--- src/rtl/ppu_frame_timing_if.sv ---
// Bundle between the PPU register file / render pipeline (master) and the frame timing
// sequencer (slave).
//   i_ce            pixel-clock enable
//   i_rendering_en  PPUMASK background|sprite enable
//   i_nmi_enable    PPUCTRL[7]
//   i_status_read   one-clock strobe for a CPU read of PPUSTATUS
//   o_dot           current dot, 0..340
//   o_scanline      current scanline, 0..261
//   o_vblank        VBlank flag (PPUSTATUS[7])
//   o_nmi_n         active-low NMI to the CPU
//   o_frame_odd     frame parity
//   o_visible       inside the visible picture area
//   o_frame_start   one-clock pulse when the raster wraps to (0,0)
interface ppu_frame_timing_if;
  logic       i_ce;
  logic       i_rendering_en;
  logic       i_nmi_enable;
  logic       i_status_read;
  logic [8:0] o_dot;
  logic [8:0] o_scanline;
  logic       o_vblank;
  logic       o_nmi_n;
  logic       o_frame_odd;
  logic       o_visible;
  logic       o_frame_start;

  modport master (
    output i_ce, i_rendering_en, i_nmi_enable, i_status_read,
    input  o_dot, o_scanline, o_vblank, o_nmi_n, o_frame_odd, o_visible, o_frame_start
  );

  modport slave (
    input  i_ce, i_rendering_en, i_nmi_enable, i_status_read,
    output o_dot, o_scanline, o_vblank, o_nmi_n, o_frame_odd, o_visible, o_frame_start
  );
endinterface

--- src/rtl/ppu_frame_timing.sv ---
// 2C02 dot/scanline sequencer. Walks the raster one dot per enabled clock, owns the VBlank
// flag, drives ~NMI and emits the frame-start / visible-area strobes.
//   i_clk      system clock, all state on the rising edge
//   i_reset_n  asynchronous active-low reset
//   bus        ppu_frame_timing_if slave modport (see interface for signal list)
module ppu_frame_timing #(
  parameter int unsigned DOTS_PER_LINE   = 341,
  parameter int unsigned LINES_PER_FRAME = 262,
  parameter int unsigned VBLANK_LINE     = 241,
  parameter int unsigned PRERENDER_LINE  = 261
) (
  input  logic               i_clk,
  input  logic               i_reset_n,
  ppu_frame_timing_if.slave  bus
);

  localparam logic [8:0] LastDot       = 9'(DOTS_PER_LINE - 1);
  localparam logic [8:0] SkipDot       = 9'(DOTS_PER_LINE - 2);
  localparam logic [8:0] LastLine      = 9'(LINES_PER_FRAME - 1);
  localparam logic [8:0] VblankLine    = 9'(VBLANK_LINE);
  localparam logic [8:0] PrerenderLine = 9'(PRERENDER_LINE);

  logic [8:0] dot_q, dot_d;
  logic [8:0] line_q, line_d;
  logic       odd_q, odd_d;
  logic       vblank_q, vblank_d;
  logic       fstart_q, fstart_d;
  logic       last_dot;
  logic       wrap;

  always_comb begin
    last_dot = (dot_q == LastDot);
    // Odd frames with rendering on drop the final dot of the pre-render line.
    wrap     = (line_q == LastLine) &&
               (last_dot || ((dot_q == SkipDot) && odd_q && bus.i_rendering_en));

    dot_d    = dot_q;
    line_d   = line_q;
    odd_d    = odd_q;
    vblank_d = vblank_q;
    fstart_d = 1'b0;

    if (bus.i_ce) begin
      if (wrap) begin
        dot_d    = '0;
        line_d   = '0;
        odd_d    = ~odd_q;
        fstart_d = 1'b1;
      end else if (last_dot) begin
        dot_d  = '0;
        line_d = line_q + 9'd1;
      end else begin
        dot_d = dot_q + 9'd1;
      end

      // Dot 0 of these lines always steps to dot 1, so these are the "becomes (L,1)" edges.
      if ((dot_q == '0) && (line_q == VblankLine)) begin
        vblank_d = 1'b1;
      end else if ((dot_q == '0) && (line_q == PrerenderLine)) begin
        vblank_d = 1'b0;
      end
    end

    // A status read on the set edge suppresses the flag for the whole frame.
    if (bus.i_status_read) begin
      vblank_d = 1'b0;
    end
  end

  always_ff @(posedge i_clk or negedge i_reset_n) begin
    if (!i_reset_n) begin
      dot_q    <= '0;
      line_q   <= '0;
      odd_q    <= 1'b0;
      vblank_q <= 1'b0;
      fstart_q <= 1'b0;
    end else begin
      dot_q    <= dot_d;
      line_q   <= line_d;
      odd_q    <= odd_d;
      vblank_q <= vblank_d;
      fstart_q <= fstart_d;
    end
  end

  assign bus.o_dot         = dot_q;
  assign bus.o_scanline    = line_q;
  assign bus.o_vblank      = vblank_q;
  assign bus.o_nmi_n       = ~(vblank_q & bus.i_nmi_enable);
  assign bus.o_frame_odd   = odd_q;
  assign bus.o_frame_start = fstart_q;
  assign bus.o_visible     = (line_q < 9'd240) && (dot_q != '0) && (dot_q <= 9'd256);

endmodule

--- src/flat_wrapper.sv ---
// flat-port wrapper written by rule: the top's interface ports become plain ports
module ppu_frame_timing_flat 
#(
  parameter int unsigned DOTS_PER_LINE   = 341,
  parameter int unsigned LINES_PER_FRAME = 262,
  parameter int unsigned VBLANK_LINE     = 241,
  parameter int unsigned PRERENDER_LINE  = 261
)
  (i_clk, i_reset_n, bus_i_ce, bus_i_rendering_en, bus_i_nmi_enable, bus_i_status_read, bus_o_dot, bus_o_scanline, bus_o_vblank, bus_o_nmi_n, bus_o_frame_odd, bus_o_visible, bus_o_frame_start);
  ppu_frame_timing_if bus_i ();
  input  logic i_clk;
  input  logic i_reset_n;
  input wire logic [$bits(bus_i.i_ce)-1:0] bus_i_ce;
  input wire logic [$bits(bus_i.i_rendering_en)-1:0] bus_i_rendering_en;
  input wire logic [$bits(bus_i.i_nmi_enable)-1:0] bus_i_nmi_enable;
  input wire logic [$bits(bus_i.i_status_read)-1:0] bus_i_status_read;
  output wire logic [$bits(bus_i.o_dot)-1:0] bus_o_dot;
  output wire logic [$bits(bus_i.o_scanline)-1:0] bus_o_scanline;
  output wire logic [$bits(bus_i.o_vblank)-1:0] bus_o_vblank;
  output wire logic [$bits(bus_i.o_nmi_n)-1:0] bus_o_nmi_n;
  output wire logic [$bits(bus_i.o_frame_odd)-1:0] bus_o_frame_odd;
  output wire logic [$bits(bus_i.o_visible)-1:0] bus_o_visible;
  output wire logic [$bits(bus_i.o_frame_start)-1:0] bus_o_frame_start;
  assign bus_i.i_ce = bus_i_ce;
  assign bus_i.i_rendering_en = bus_i_rendering_en;
  assign bus_i.i_nmi_enable = bus_i_nmi_enable;
  assign bus_i.i_status_read = bus_i_status_read;
  assign bus_o_dot = bus_i.o_dot;
  assign bus_o_scanline = bus_i.o_scanline;
  assign bus_o_vblank = bus_i.o_vblank;
  assign bus_o_nmi_n = bus_i.o_nmi_n;
  assign bus_o_frame_odd = bus_i.o_frame_odd;
  assign bus_o_visible = bus_i.o_visible;
  assign bus_o_frame_start = bus_i.o_frame_start;
  ppu_frame_timing #(.DOTS_PER_LINE(DOTS_PER_LINE), .LINES_PER_FRAME(LINES_PER_FRAME), .VBLANK_LINE(VBLANK_LINE), .PRERENDER_LINE(PRERENDER_LINE)) u_core (.i_clk(i_clk), .i_reset_n(i_reset_n), .bus(bus_i));
endmodule
--- config.mk ---
export PLATFORM = sky130hd
export DESIGN_NAME = ppu_frame_timing_flat
export DESIGN_NICKNAME = d
export VERILOG_FILES = /design/src/rtl/ppu_frame_timing_if.sv /design/src/rtl/ppu_frame_timing.sv /design/src/flat_wrapper.sv
export SDC_FILE = /design/constraint.sdc
export NUM_CORES = 1
export LEC_CHECK = 0
export CAP_MARGIN = 10
export CORE_MARGIN = 1.5
export CORE_UTILIZATION = 53
export DETAILED_ROUTE_END_ITERATION = 7
export PLACE_DENSITY = 0.84
export SLEW_MARGIN = 20
export SYNTH_ARGS = -nofsm -noshare
export SYNTH_HDL_FRONTEND = slang
export SYNTH_SLANG_ARGS = --single-unit
export TNS_END_PERCENT = 10
--- constraint.sdc ---
create_clock -name i_clk -period 4.07 [get_ports i_clk]
set_input_delay 1.221 -clock i_clk [delete_from_list [all_inputs] [get_ports i_clk]]
set_output_delay 1.221 -clock i_clk [all_outputs]
set_load 0.01 [all_outputs]
==> flow_metrics.py, run 1 <==
metrics = {
    "clock_network": {
        "cts_resized": 0,
        "clk_pin_slew_ps": 120,
        "cts_root_buffer": "clkbuf_4",
        "ctsHoldBuffers": 0,
        "cts_setup_buffers": 0,
        "tritoncts": "done",
        "numCtsBuffers": 3,
        "clk_path_buf_depth": 2,
        "cts.sinks": 21,
        "h-tree-depth": 1,
        "clock_latency_ps": 310,
    },
    "detailed_routing": {
        "wl_met2_um": 1310,
        "met3_length_um": 139,
        "drt_pre_antenna_iters": 5,
        "drc_errors": 0,
        "wl_per_cell_um": 15.1,
        "route.layer.met1.wl_um": 1170,
        "detailroute.via_count": 1053,
        "wl_um": 2670,
        "antenna_left": 0,
        "dr.first_iter.drc_count": 17,
        "routed.top_layer": "met4",
        "viasPerCell": 5.95,
    },
    "timing": {
        "whs_ps": 522,
        "slew_viol_final": 0,
        "timing.final.crit_share": 0.856,
        "setup_viol": 0,
        "slew_headroom": 0.394,
        "rsz0062_at_grt": "false",
        "period_needed_ps": 3480,
        "fmax_mhz": 287,
        "hold_violations": 0,
        "worst_pin_slew_ps": 907,
        "setup_tns_ps": 0,
        "clock_skew_ps": 6.44,
    },
    "synth": {
        "synth.distinct_cells": 43,
        "synth_seq_cells": 21,
        "yosys_warnings": 0,
        "synth_ff_type": "dfrtp_1",
        "synth_seq_area_share": 0.422,
        "netlist_instances": 122,
        "async_flop_share": 1.00,
        "syn_area_per_cell_um2": 10.2,
        "syn_nets": 132,
        "synth_edf_count": 0,
        "syn-cell-area_um2": 1240,
    },
    "placed_design": {
        "hpwl_um": 1920,
        "gp_congestion": 0.887,
        "dp_cells": 173,
        "placed_area_um2": 1530,
        "portBuffers": 28,
    },
    "floorplan": {
        "die_width_um": 51.5,
        "die_area_um2": 2650,
        "die_h_um": 51.5,
        "core_um2": 2210,
        "start_util": 0.563,
        "io_pins": 29,
        "placementRows": 17,
    },
    "setup_path": {
        "crit_type": "register to output pin",
        "critPathCaptureType": "output pin",
        "crit_fanout": 4,
        "setup.worst_path.start": "u_core.bus.o_dot[0]",
        "cp-start-kind": "register",
        "critical_path_arrival_ps": 2260,
        "reg2reg_from": "u_core.bus.o_scanline[1]",
        "crit_required_ps": 2850,
    },
    "job": {
        "maxCapViolCount": 0,
    },
    "final_layout": {
        "antenna_cells": 0,
        "layout-drive-gt1-share": 0.0805,
        "register_area_um2": 526,
        "nets": 160,
        "syn2layout_area_growth_pct": 24.8,
        "fillers": 176,
        "fin_cells": 177,
        "fin_area_um2": 1550,
        "multiInputGateArea_um2": 664,
    },
    "min_path": {
        "hold_class": "register to register",
        "min_from": "u_core.bus.o_frame_odd",
    },
    "power": {
        "fin_total_pwr_uw": 558,
        "power.leakage_uw": 0.000660,
        "powerDensity_nw_per_um2": 359,
        "irDropWorstVdd_uv": 313,
    },
    "grt": {
        "grt_pass1_wl_um": 4580,
        "grtUsageTotal": 0.232,
        "grt_pass1_vias": 987,
        "overflow": 0,
        "antenna_found_initial": 0,
        "grt_max_degree": 22,
    },
    "outcome": {
        "status": "finished, final reports clean",
    },
}
placed cells by master, fill, tap and decap left out, types with 2 or more instances in the layout:
master / n
xnor2_1: 4
nor3_1: 3
o211ai_1: 2
xor2_1: 7
clkdlybuf4s50_1: 28
and3_1: 6
clkbuf_4: 3
a41oi_1: 3
nor2_1: 7
inv_1: 6
mux2i_1: 2
nand4_1: 3
o21ai_0: 2
and4b_1: 2
dfrtp_1: 21
ha_1: 4
a31oi_1: 3
nand3_1: 6
and4bb_2: 2
nand2_1: 13
stage by stage:
stage	utilization	setup WS, ps
final	0.702	586
after global routing	0.702	428
after CTS	0.702	581
after detailed placement	0.691	631
after global placement	0.691	652
after floorplan	-	1440
worst max-delay path, cell delays in order (launching register included):
cell and delay, ps:
dfrtp_1 430, inv_1 120, ha_1 200, nor4b_2 190, nand2_1 120, xnor2_1 140
nor3_1 190, clkdlybuf4s50_1 560
worst paths after layout:
check                                           endpoint  slack [ps]  cells after the start
worst max register to register  u_core.bus.o_scanline[1]        2110                      6
worst max-delay path                       bus_o_visible         590                      7
worst min register to register    u_core.bus.o_frame_odd         520                      1
min in group asynchronous       u_core.bus.o_scanline[3]        1410                      1
max in group asynchronous            u_core.bus.o_dot[3]        2100                      1
worst min-delay path              u_core.bus.o_frame_odd         520                      1
where the power goes:
part	total (uW)	internal, uW	switching (uW)
Sequential	291	238	52.8
Combinational	165	94.5	70.7
Clock	101	38.2	63.2
cells in the mapped netlist (2+ instances only):
cell type / number / share of area
ha_1: 4 / 0.040
and4bb_2: 2 / 0.020
nand4_1: 3 / 0.015
xnor2_1: 4 / 0.028
o211ai_1: 2 / 0.012
xor2_1: 7 / 0.049
o21ai_0: 2 / 0.0080
a41oi_1: 3 / 0.021
nor3_1: 3 / 0.012
nor2_1: 7 / 0.021
buf_2: 2 / 0.0080
dfrtp_1: 21 / 0.42
inv_1: 6 / 0.018
mux2i_1: 2 / 0.016
nand2_1: 13 / 0.039
nand3_1: 6 / 0.024
and3_1: 6 / 0.030
and4b_1: 2 / 0.016
a31oi_1: 3 / 0.015
layout make-up:
cell class / count / share of cell area
inverters: 6 / 0.0145
multi-input cells: 90 / 0.428
clock buffers: 4 / 0.0169
well taps: 28 / 0.0225
repair buffers: 28 / 0.180
flip-flops and latches: 21 / 0.338
kinds of logic after synthesis:
logic type / after synthesis / share of synthesized area
XOR/XNOR: 11 / 0.0774
AO/OA/AOI/OAI: 20 / 0.131
buffers and inverters: 11 / 0.0442
flip-flops: 21 / 0.422
adder cells (fa/ha/maj): 4 / 0.0402
multiplexers: 2 / 0.0161
AND/OR/NAND/NOR: 53 / 0.269
sequential cells by signal (all words and copies together), names as in the netlist:
name                      flops
u_core.bus.o_scanline         9
u_core.bus.o_frame_odd        1
u_core.bus.o_dot              9
u_core.bus.o_vblank           1
u_core.bus.o_frame_start      1
layer usage:
layer / up-vias / GRT usage
li1: 502 / -
met1: 504 / 0.314
met2: 41 / 0.359
met3: 6 / 0.0322
met4: 0 / 0.123
met5: - / 0
(Power assumes the default switching activity.)
==> inputs of run 2 (changes only) <==
--- a/config.mk
+++ b/config.mk
@@ -5,11 +5,13 @@
 export SDC_FILE = /design/constraint.sdc
 export NUM_CORES = 1
 export LEC_CHECK = 0
+export ABC_CLOCK_PERIOD_IN_PS = 4070
 export CAP_MARGIN = 10
 export CORE_MARGIN = 1.5
 export CORE_UTILIZATION = 53
 export DETAILED_ROUTE_END_ITERATION = 7
 export PLACE_DENSITY = 0.84
+export REMOVE_ABC_BUFFERS = 1
 export SLEW_MARGIN = 20
 export SYNTH_ARGS = -nofsm -noshare
 export SYNTH_HDL_FRONTEND = slang
==> run 2 against run 1 <==
Sequential share of layout area unchanged. Wire length up 4.1%. Final cell count unchanged. Cell area unchanged. Clock power about the same. Highest routed layer unchanged.
==> flow_metrics.py, run 2 (synthesized netlist as in run 1, its figures left out) <==
metrics = {
    "outcome": {
        "status": "finished, final reports clean",
    },
    "timing": {
        "slew_headroom": 0.387,
        "timing.final.crit_share": 0.863,
        "slew_viol_final": 0,
        "period_needed_ps": 3510,
        "setup_tns_ps": 0,
        "hold_violations": 0,
        "worst_pin_slew_ps": 917,
        "whs_ps": 532,
        "clock_skew_ps": 8.15,
        "fmax_mhz": 285,
        "rsz0062_at_grt": "false",
        "setup_viol": 0,
    },
    "power": {
        "irDropWorstVdd_uv": 412,
        "p_switching_uw": 191,
        "power.share.sequential": 0.526,
        "power.leakage_uw": 0.000660,
        "power.share.clock": 0.175,
        "switching_share": 0.340,
        "powerDensity_nw_per_um2": 361,
        "p_int_uw": 371,
        "fin_total_pwr_uw": 562,
        "combPwrFrac": 0.299,
    },
    "final_layout": {
        "syn2layout_area_growth_pct": 24.8,
        "antenna_cells": 0,
        "nets": 160,
        "layout-drive-gt1-share": 0.0805,
        "final_common_cell": "clkdlybuf4s50_1",
        "mostFrequentLayoutCells": "clkdlybuf4s50_1, dfrtp_1, nand2_1",
        "fin_area_um2": 1550,
    },
    "setup_path": {
        "crit_required_ps": 2850,
        "critPathCaptureType": "output pin",
        "critical_path_arrival_ps": 2290,
        "cp-start-kind": "register",
        "crit_fanout": 4,
        "crit_type": "register to output pin",
        "r2r_cells": 6,
    },
    "clock_network": {
        "tritoncts": "done",
        "cts_setup_buffers": 0,
        "clk_path_buf_depth": 2,
        "ctsHoldBuffers": 0,
        "clk_pin_slew_ps": 110,
        "cts_resized": 0,
        "cts.sinks": 21,
        "h-tree-depth": 1,
        "cts_root_buffer": "clkbuf_4",
        "numCtsBuffers": 3,
        "clock_latency_ps": 300,
    },
    "floorplan": {
        "die_area_um2": 2650,
        "die_h_um": 51.5,
        "core_um2": 2210,
        "die_width_um": 51.5,
        "io_pins": 29,
        "placementRows": 17,
        "start_util": 0.563,
    },
    "grt": {
        "grt_pass1_vias": 1021,
        "antenna_found_initial": 0,
        "grt_max_degree": 22,
        "overflow": 0,
        "grtUsageTotal": 0.235,
        "grt_pass1_wl_um": 4620,
    },
    "min_path": {
        "holdPathStages": 1,
        "hold_class": "register to register",
    },
    "placed_design": {
        "portBuffers": 28,
        "placed_area_um2": 1530,
        "hpwl_um": 2070,
        "gp_congestion": 0.872,
    },
    "detailed_routing": {
        "detailroute.via_count": 1063,
        "viasPerCell": 6.01,
        "drc_errors": 0,
        "drt_pre_antenna_iters": 4,
        "dr.first_iter.drc_count": 32,
        "wl_per_cell_um": 15.7,
        "antenna_left": 0,
        "wl_um": 2780,
    },
    "job": {
        "maxCapViolCount": 0,
    },
}
## run 2: final timing paths
kind                                          startpoint                       end  slack, ps
worst max-delay path                 u_core.bus.o_dot[0]             bus_o_visible        560
worst min-delay path              u_core.bus.o_frame_odd    u_core.bus.o_frame_odd        530
worst max register to register  u_core.bus.o_scanline[1]  u_core.bus.o_scanline[7]       2100
worst min register to register    u_core.bus.o_frame_odd    u_core.bus.o_frame_odd        530
max in group asynchronous                      i_reset_n       u_core.bus.o_dot[7]       2080
min in group asynchronous                      i_reset_n  u_core.bus.o_scanline[1]       1420
## run 2: layer usage
| layer | GRT usage | routed length (um) | up-vias |
|---|---|---|---|
| met3 | 0.0409 | 146 | 6 |
| met4 | 0.0789 | 40 | 0 |
| met2 | 0.404 | 1420 | 42 |
| met5 | 0 | 0 | - |
| li1 | - | - | 504 |
| met1 | 0.295 | 1180 | 511 |
## run 2: power groups by stage
stage	combinational, uW	clock (uW)	sequential, uW
finish	168	98.3	296
detailed placement	167	0	298
CTS	169	103	295
global route	184	111	301
global placement	163	0	294
floorplan	69.0	0	299
## run 2: stage by stage
| stage | setup slack [ps] | std cells | utilization |
|---|---|---|---|
| after detailed placement | 635 | 173 | 0.691 |
| after global placement | 652 | 173 | 0.691 |
| final | 559 | 177 | 0.702 |
| after floorplan | 1430 | 117 | - |
| after CTS | 553 | 177 | 0.702 |
| after global routing | 368 | 177 | 0.702 |
## run 2: cell type report
cell class                 count  area (um^2)
multi-input combinational     90          664
fill                         170          658
sequential                    21          526
timing repair buffer          28          280
tap                           28         35.0
clock buffer                   4         26.3
inverter                       6         22.5
## run 2: critical path: stages, from the launching register on
cell and delay [ps]:
dfrtp_1 440, inv_1 120, ha_1 210, nor4b_2 200
nand2_1 130, xnor2_1 160, nor3_1 180, clkdlybuf4s50_1 560
